### config.mk
export PLATFORM = sky130hd
export DESIGN_NAME = mem_arbiter
export DESIGN_NICKNAME = d
export VERILOG_FILES = /design/src/rtl/mem_arb_pkg.sv /design/src/rtl/mem_arb_sel.sv /design/src/rtl/mem_arbiter.sv
export SDC_FILE = /design/constraint.sdc
export NUM_CORES = 1
export LEC_CHECK = 0
export BUFFER_PORTS_ARGS = -buffer_cell sky130_fd_sc_hd__buf_2
export CAP_MARGIN = 10
export CORE_MARGIN = 2
export CORE_UTILIZATION = 40
export CTS_CLUSTER_DIAMETER = 120
export CTS_CLUSTER_SIZE = 24
export DETAILED_ROUTE_END_ITERATION = 8
export GPL_ROUTABILITY_DRIVEN = 0
export MAX_ROUTING_LAYER = met4
export PLACE_DENSITY = 0.68
export SYNTH_ARGS = -nofsm -noshare
export SYNTH_HDL_FRONTEND = slang
export SYNTH_SLANG_ARGS = --single-unit
### constraint.sdc
create_clock -name clk -period 4.6 [get_ports clk]
set_clock_uncertainty 0.15 [all_clocks]
set_input_delay 0.23 -clock clk [delete_from_list [all_inputs] [get_ports clk]]
set_output_delay 0.23 -clock clk [all_outputs]
set_load 0.02 [all_outputs]
### src/rtl/mem_arb_pkg.sv
// mem_arb_pkg: shared types for the unified memory-port arbiter.
//   state_t      : arbiter FSM states (IDLE, ISSUE, RESP)
//   OWN_I/OWN_D  : owner encoding of the transaction in flight (fetch / data)
package mem_arb_pkg;

    typedef enum logic [1:0] {
        IDLE  = 2'd0,
        ISSUE = 2'd1,
        RESP  = 2'd2
    } state_t;

    localparam logic OWN_I = 1'b0;
    localparam logic OWN_D = 1'b1;

endpackage

### src/rtl/mem_arb_sel.sv
// mem_arb_sel: winner selection between fetch and data requesters.
// Data wins by default. With MEM_ARB_STARVE_GUARD_EN defined, a saturating
// counter of data grants made while fetch waits forces a fetch grant once it
// reaches STARVE_LIMIT.
// Ports:
//   clk, reset : clock and asynchronous active-high reset (counter only)
//   i_req      : fetch request
//   d_req      : data request
//   decide     : an IDLE grant decision is being made this cycle
//   owner      : selected requester (OWN_I / OWN_D), combinational
module mem_arb_sel
    import mem_arb_pkg::*;
#(
    parameter int STARVE_LIMIT = 4
) (
    input  logic clk,
    input  logic reset,
    input  logic i_req,
    input  logic d_req,
    input  logic decide,
    output logic owner
);

`ifdef MEM_ARB_STARVE_GUARD_EN
    localparam int CNT_W = (STARVE_LIMIT < 1) ? 1 : $clog2(STARVE_LIMIT + 1);
    localparam logic [CNT_W-1:0] LIMIT = CNT_W'(STARVE_LIMIT);

    logic [CNT_W-1:0] starve_cnt;
    logic             starved;

    assign starved = (starve_cnt == LIMIT) && i_req && d_req;

    always_comb begin
        owner = d_req ? OWN_D : OWN_I;
        if (starved) begin
            owner = OWN_I;
        end
    end

    // Counts data grants while fetch is waiting; any fetch grant or a
    // decision without a pending fetch means fetch is not starving.
    always_ff @(posedge clk or posedge reset) begin
        if (reset) begin
            starve_cnt <= '0;
        end else if (decide) begin
            if (owner == OWN_I || !i_req) begin
                starve_cnt <= '0;
            end else if (starve_cnt != LIMIT) begin
                starve_cnt <= starve_cnt + CNT_W'(1);
            end
        end
    end
`else
    localparam int unused_limit = STARVE_LIMIT;
    logic unused_sel;

    assign owner      = d_req ? OWN_D : OWN_I;
    assign unused_sel = ^{clk, reset, i_req, decide};
`endif

endmodule

### src/rtl/mem_arbiter.sv
// mem_arbiter: shares one unified memory port between the instruction-fetch
// path and the data load/store path through a registered IDLE/ISSUE/RESP FSM.
// Optional feature macro: MEM_ARB_STARVE_GUARD_EN (fetch starvation guard).
// Ports:
//   clk, reset                      : clock, asynchronous active-high reset
//   i_req, i_addr                   : fetch request (level) and address
//   i_ack, i_rdata                  : fetch completion pulse and fetched word
//   d_req, d_we, d_addr, d_wdata,
//   d_wstrb                         : data request (level) and its fields
//   d_ack, d_rdata                  : data completion pulse and load data
//   mem_req, mem_we, mem_addr,
//   mem_wdata, mem_wstrb            : latched request towards memory
//   mem_ack, mem_rdata              : memory completion and read data
//   busy                            : FSM is not in IDLE
module mem_arbiter
    import mem_arb_pkg::*;
#(
    parameter int ADDR_W       = 32,
    parameter int DATA_W       = 32,
    parameter int STARVE_LIMIT = 4
) (
    input  logic                clk,
    input  logic                reset,
    input  logic                i_req,
    input  logic [ADDR_W-1:0]   i_addr,
    output logic                i_ack,
    output logic [DATA_W-1:0]   i_rdata,
    input  logic                d_req,
    input  logic                d_we,
    input  logic [ADDR_W-1:0]   d_addr,
    input  logic [DATA_W-1:0]   d_wdata,
    input  logic [DATA_W/8-1:0] d_wstrb,
    output logic                d_ack,
    output logic [DATA_W-1:0]   d_rdata,
    output logic                mem_req,
    output logic                mem_we,
    output logic [ADDR_W-1:0]   mem_addr,
    output logic [DATA_W-1:0]   mem_wdata,
    output logic [DATA_W/8-1:0] mem_wstrb,
    input  logic                mem_ack,
    input  logic [DATA_W-1:0]   mem_rdata,
    output logic                busy
);

    state_t state;
    logic   owner_q;
    logic   sel_owner;
    logic   decide;

    assign decide = (state == IDLE) && (i_req || d_req);
    assign busy   = (state != IDLE);

    mem_arb_sel #(
        .STARVE_LIMIT (STARVE_LIMIT)
    ) u_sel (
        .clk    (clk),
        .reset  (reset),
        .i_req  (i_req),
        .d_req  (d_req),
        .decide (decide),
        .owner  (sel_owner)
    );

    always_ff @(posedge clk or posedge reset) begin
        if (reset) begin
            state     <= IDLE;
            owner_q   <= OWN_I;
            mem_req   <= 1'b0;
            mem_we    <= 1'b0;
            mem_addr  <= '0;
            mem_wdata <= '0;
            mem_wstrb <= '0;
            i_ack     <= 1'b0;
            d_ack     <= 1'b0;
            i_rdata   <= '0;
            d_rdata   <= '0;
        end else begin
            case (state)
                IDLE: begin
                    i_ack <= 1'b0;
                    d_ack <= 1'b0;
                    if (decide) begin
                        owner_q <= sel_owner;
                        mem_req <= 1'b1;
                        state   <= ISSUE;
                        if (sel_owner == OWN_D) begin
                            mem_we    <= d_we;
                            mem_addr  <= d_addr;
                            mem_wdata <= d_wdata;
                            // Loads must not present byte enables.
                            mem_wstrb <= d_we ? d_wstrb : '0;
                        end else begin
                            mem_we    <= 1'b0;
                            mem_addr  <= i_addr;
                            mem_wdata <= '0;
                            mem_wstrb <= '0;
                        end
                    end
                end
                ISSUE: begin
                    if (mem_ack) begin
                        mem_req <= 1'b0;
                        state   <= RESP;
                        // The ack is raised here so it is visible for
                        // exactly the one RESP cycle.
                        if (owner_q == OWN_D) begin
                            d_rdata <= mem_rdata;
                            d_ack   <= 1'b1;
                        end else begin
                            i_rdata <= mem_rdata;
                            i_ack   <= 1'b1;
                        end
                    end
                end
                RESP: begin
                    i_ack <= 1'b0;
                    d_ack <= 1'b0;
                    state <= IDLE;
                end
                default: begin
                    state <= IDLE;
                end
            endcase
        end
    end

endmodule

[Yosys cells after proc, flatten, opt, wreduce, memory -nomap -nowiden]
Cells that the tools add are included.
Word-level totals
  flip-flop bits (word level): 139
  word-level logic and storage cells: 50
  input port bits: 138
Cells by class
  equality and inequality tests: 6
  bitwise logic cells: 1
  reduce and logical (&&, ||, !) cells: 14
  muxes and demuxes: 18
Operators by type and width (count)
  2-to-1 mux 32 bit: 2
  AND reduction 3 bit: 5
  2-to-1 mux 1 bit: 8
  2-to-1 mux 4 bit: 2
  != test 2 bit (second input constant): 4
  case mux 1 bit (2 select lines): 3
  nonzero test 2 bit: 3
  2-to-1 mux 2 bit: 2
  case mux 2 bit (2 select lines): 1
  AND reduction 2 bit: 2
  equality test 2 x 1 -> 1 bit (second input constant): 1
  equality test 2 bit (second input constant): 1
  logical NOT 2 bit: 1
  OR reduction 2 bit: 1
  logical AND 1 bit: 1
  logical OR 1 bit: 1
  NOT 1 bit: 1

[Logic depth before layout (Yosys ltp)]
  word-level depth: 4
  mapped depth: 5
  gate-level depth less buffers: 4

[Cells and area by module]
From an unflattened synthesis, not the netlist that was laid out.
Unflattened totals
  cells, all modules: 426
  area, all modules: 5940.7 um2
Modules (own cells, without submodules)
  mem_arbiter: cells each 425, times used 1, area an instance 5933.2 um2
  mem_arb_sel: cells each 1, times used 1, area an instance 7.5 um2

[Worst setup path after synthesis]
Ideal clock, no wire load.
  path type: reg-to-reg
  start: register state[1]
  end: register i_rdata[0]
  path buffers: 1
  arrival: 1.243 ns
  stages on the path, launching flop included: 5
  setup time: 0.128 ns
  slack: 3.080 ns
  data required time: 4.322 ns
  cells stage by stage: dfrtp_1 nand3b_4 nor2_2 buf_4 mux2_1
On the way
  longest elaborated chain between the ends: 2
RTL lines
  start: declaration: RTL line mem_arbiter.sv:45  | state_t state;
  start signal: assignment: RTL line mem_arbiter.sv:66  | state <= IDLE;
  start signal: assignment: RTL line mem_arbiter.sv:85  | state <= ISSUE;
  start signal: assignment: RTL line mem_arbiter.sv:103  | state <= RESP;
  equality test 2 x 1 -> 1 bit: RTL line mem_arbiter.sv:78  | case (state)
  AND reduction 3 bit (no line)
  end signal: assignment: RTL line mem_arbiter.sv:110  | i_rdata <= mem_rdata;
  end: declaration: RTL line mem_arbiter.sv:27  | output logic [DATA_W-1:0] i_rdata,
Every way passes these cells.
A chain may end at the register's enable or synchronous reset.

[Final worst setup path]
  start: input port i_req
  end: register mem_wstrb[0]
On the way
  longest elaborated chain between the ends: 3
RTL lines
  start: declaration: RTL line mem_arbiter.sv:24  | input logic i_req,
  logical OR 1 bit: RTL line mem_arbiter.sv:50  | assign decide = (state == IDLE) && (i_req || d_req);
  logical AND 1 bit: RTL line mem_arbiter.sv:50
  AND reduction 2 bit (no line)
  end signal: assignment: RTL line mem_arbiter.sv:91  | mem_wstrb <= d_we ? d_wstrb : '0;
  end: declaration: RTL line mem_arbiter.sv:39  | output logic [DATA_W/8-1:0] mem_wstrb,
Every way passes these cells.

==> impl_metrics.ini <==
[sta]
worst_pin_slew_ps = 1120
fmax_ghz = 0.342
setup_viol = 0
rsz0062_at_grt = false
slew_violations = 0
finalSetupTns_ps = 0
slew_headroom_pct = 25.3
min_period_over_period_pct = 63.6
period_minus_slack_ps = 2920
layout_setup_ws_ps = 1680
hold_viol = 0

[logic_synthesis]
yosys.area_share.adder_pct = 0
synth_top_family_by_area = multiplexers
yosysSeqAreaShare_pct = 61.3
syn_inst = 344
synth_compound_area_share_pct = 6.57
synth_fp_nets = 482
yosysUniqueCellTypes = 24
syn_avg_cell_area_sq_um = 16.5
synth_simple_gate_area_share_pct = 1.52
yosysWarnings = 0
synthMuxAreaShare_pct = 27.5
netlist_area_sq_um = 5670
yosys.area_share.xor_xnor_pct = 0
synth_seq_cells = 139

[clock_network]
cts_setup_buffers = 0
htreeDepth = 4
cts_tree = built
cts_made_buffers = 17
clock_sinks = 139
clkTransAtPathRegs_ps = 60
cts_max_path_buffers = 2
clock_latency_ps = 400
cts-root-buf = clkbuf_16

[worst_setup_path]
arrival_ps = 3110
critPathBufInv = 4
path_common_cell = dlygate4sd3_1
critPathLaunchType = input port
crit_family = buffers and inverters
end_kind = flop
cp_max_fo = 36
worstSetupPathType = input port to flop
cp_cell_sequence = dlygate4sd3_1, buf_2, o21ai_4, buf_4, a32o_1, dlygate4sd3_1
worstPathRequired_ps = 4790
slowest_stage = o21ai_4
max_stage_delay_ps = 840

[cells_and_area]
fillers = 1073
fin_nets = 831
multiInputGateArea_sq_um = 2020
insertedDiodeCount = 0
seqCellArea_sq_um = 3480
drive_above_1_share_pct = 58.2
syn_to_final_growth_pct = 48.8

[place]
dp_hpwl_microns = 9530
dp_slack_ps = 2060
port-buffer-count = 274

[global_routing]
antenna_found_initial = 0
grt-ovfl-total = 0
grt_max_degree = 102
grt_use_total_pct = 20.0
grt_first_pass_wirelength_microns = 22400
grt_pass1_vias = 4479

[run]
maxCapViolCount = 0

[die]
fp.dieH_microns = 123
io_pins = 275
dieWidth_microns = 123
core_sq_um = 13900
initial_utilization_pct = 40.9
core.rowCount = 43
die-area_sq_um = 15200

[routing]
first_pass_iters = 4
vias_per_cell = 4.83
drcViolationCount = 0
wl_per_cell_microns = 16.6
postRouteAntennaNets = 0
drtIter0Drc = 131
vias = 4276
totalWireLength_microns = 14700

[worst_hold_path]
hold_path_class = input port to flop

[power]
irDropWorstVdd_uv = 405
power_density_nw_per_um2 = 724
p_leak_nw = 4.30

[status]
status = complete, no violations
synthesized netlist by cell type (all sizes together):
cell type | count | share of area, %
dfrtp | 139 | 61
mux2 | 128 | 27
a22o | 33 | 5.1
buf | 20 | 2.9
a32o | 4 | 0.71
nand2 | 4 | 0.40
inv | 3 | 0.20
nor2 | 2 | 0.22
o21a | 2 | 0.26
o21ai | 2 | 0.37
a21o | 1 | 0.13
and2 | 1 | 0.15
and3b | 1 | 0.15
clkbuf | 1 | 0.066
nand2b | 1 | 0.11
nand3b | 1 | 0.35
nor3b | 1 | 0.13
layout make-up:
cell class	count	share of cell area (%)
Clock buffer	24	5.94
Clock inverter	8	0.712
Inverter	3	0.193
Multi-Input combinational cell	181	24.0
Sequential cell	139	41.2
Tap cell	180	2.67
Timing Repair Buffer	351	25.3
worst min-delay path: stages:
cell	delay (ps)
buf_2	70
mux2_2	120
mux2_2	130
worst paths after layout:
| check | end | depth (start not counted) | slack [ps] | start |
|---|---|---|---|---|
| min in group asynchronous | i_rdata[20] | 3 | 420 | reset |
| setup / recovery | mem_wstrb[0] | 6 | 1680 | i_req |
| hold / removal | mem_addr[15] | 3 | 30 | d_addr[15] |
| max in group asynchronous | mem_addr[19] | 4 | 2780 | reset |
| hold reg to reg | mem_req | 2 | 320 | mem_req |
| setup reg to reg | mem_wstrb[0] | 5 | 2030 | state[0] |
sequential cells by signal (all words and copies together) (netlist names):
signal / flops
mem_req: 1
mem_wdata: 32
mem_wstrb: 4
d_ack: 1
state: 2
i_ack: 1
i_rdata: 32
mem_we: 1
mem_addr: 32
d_rdata: 32
owner_q: 1
metal layers:
layer | vias to the layer above | wire (microns) | GRT usage (%)
met3 | 16 | 1240 | 5.90
met4 | 0 | 250 | 6.68
met2 | 202 | 7330 | 32.9
met5 | - | 0 | -
li1 | 1947 | - | -
met1 | 2111 | 5870 | 23.5
logic make-up (layout without fill, tap and decap cells):
family | after synthesis | after routing
compound gates | 42 | 42
buf+inv | 24 | 386
flops | 139 | 139
mux | 128 | 128
simple gates | 11 | 11
cell usage in the layout, fill, tap and decap left out, drive strengths merged:
cell         count
a21o             1
nand2b           1
clkbuf          24
nor2             2
clkinvlp         5
clkinv           2
o21ai            2
nand2            4
dlygate4sd3     75
o21a             2
and3b            1
and2             1
inv              4
buf            276
nand3b           1
mux2           128
a32o             4
a22o            33
nor3b            1
dfrtp          139
per-stage QoR:
| step | hold WS [ps] | total power, mW | cells | util, % | area (sq um) |
|---|---|---|---|---|---|
| floorplan | 187 | 3.92 | 344 | - | 5670 |
| global placement | 303 | 4.72 | 779 | 51.4 | 7130 |
| detailed placement | 308 | 4.79 | 779 | 51.4 | 7130 |
| CTS | 10.9 | 6.16 | 886 | 60.8 | 8440 |
| global route | 18.6 | 6.45 | 886 | 60.8 | 8440 |
| finish | 28.2 | 6.11 | 886 | 60.8 | 8440 |
power by group:
| part | switching (mW) | internal, mW |
|---|---|---|
| registers | 0.347 | 1.84 |
| logic | 1.50 | 1.16 |
| clock network | 0.501 | 0.763 |
| total | 2.35 | 3.76 |
what timing repair did:
action                    in CTS  in global routing
gates resized for setup        0                  0
hold endpoints to repair     204                  0
hold buffers                  75                  0
(Power assumes the default switching activity.)
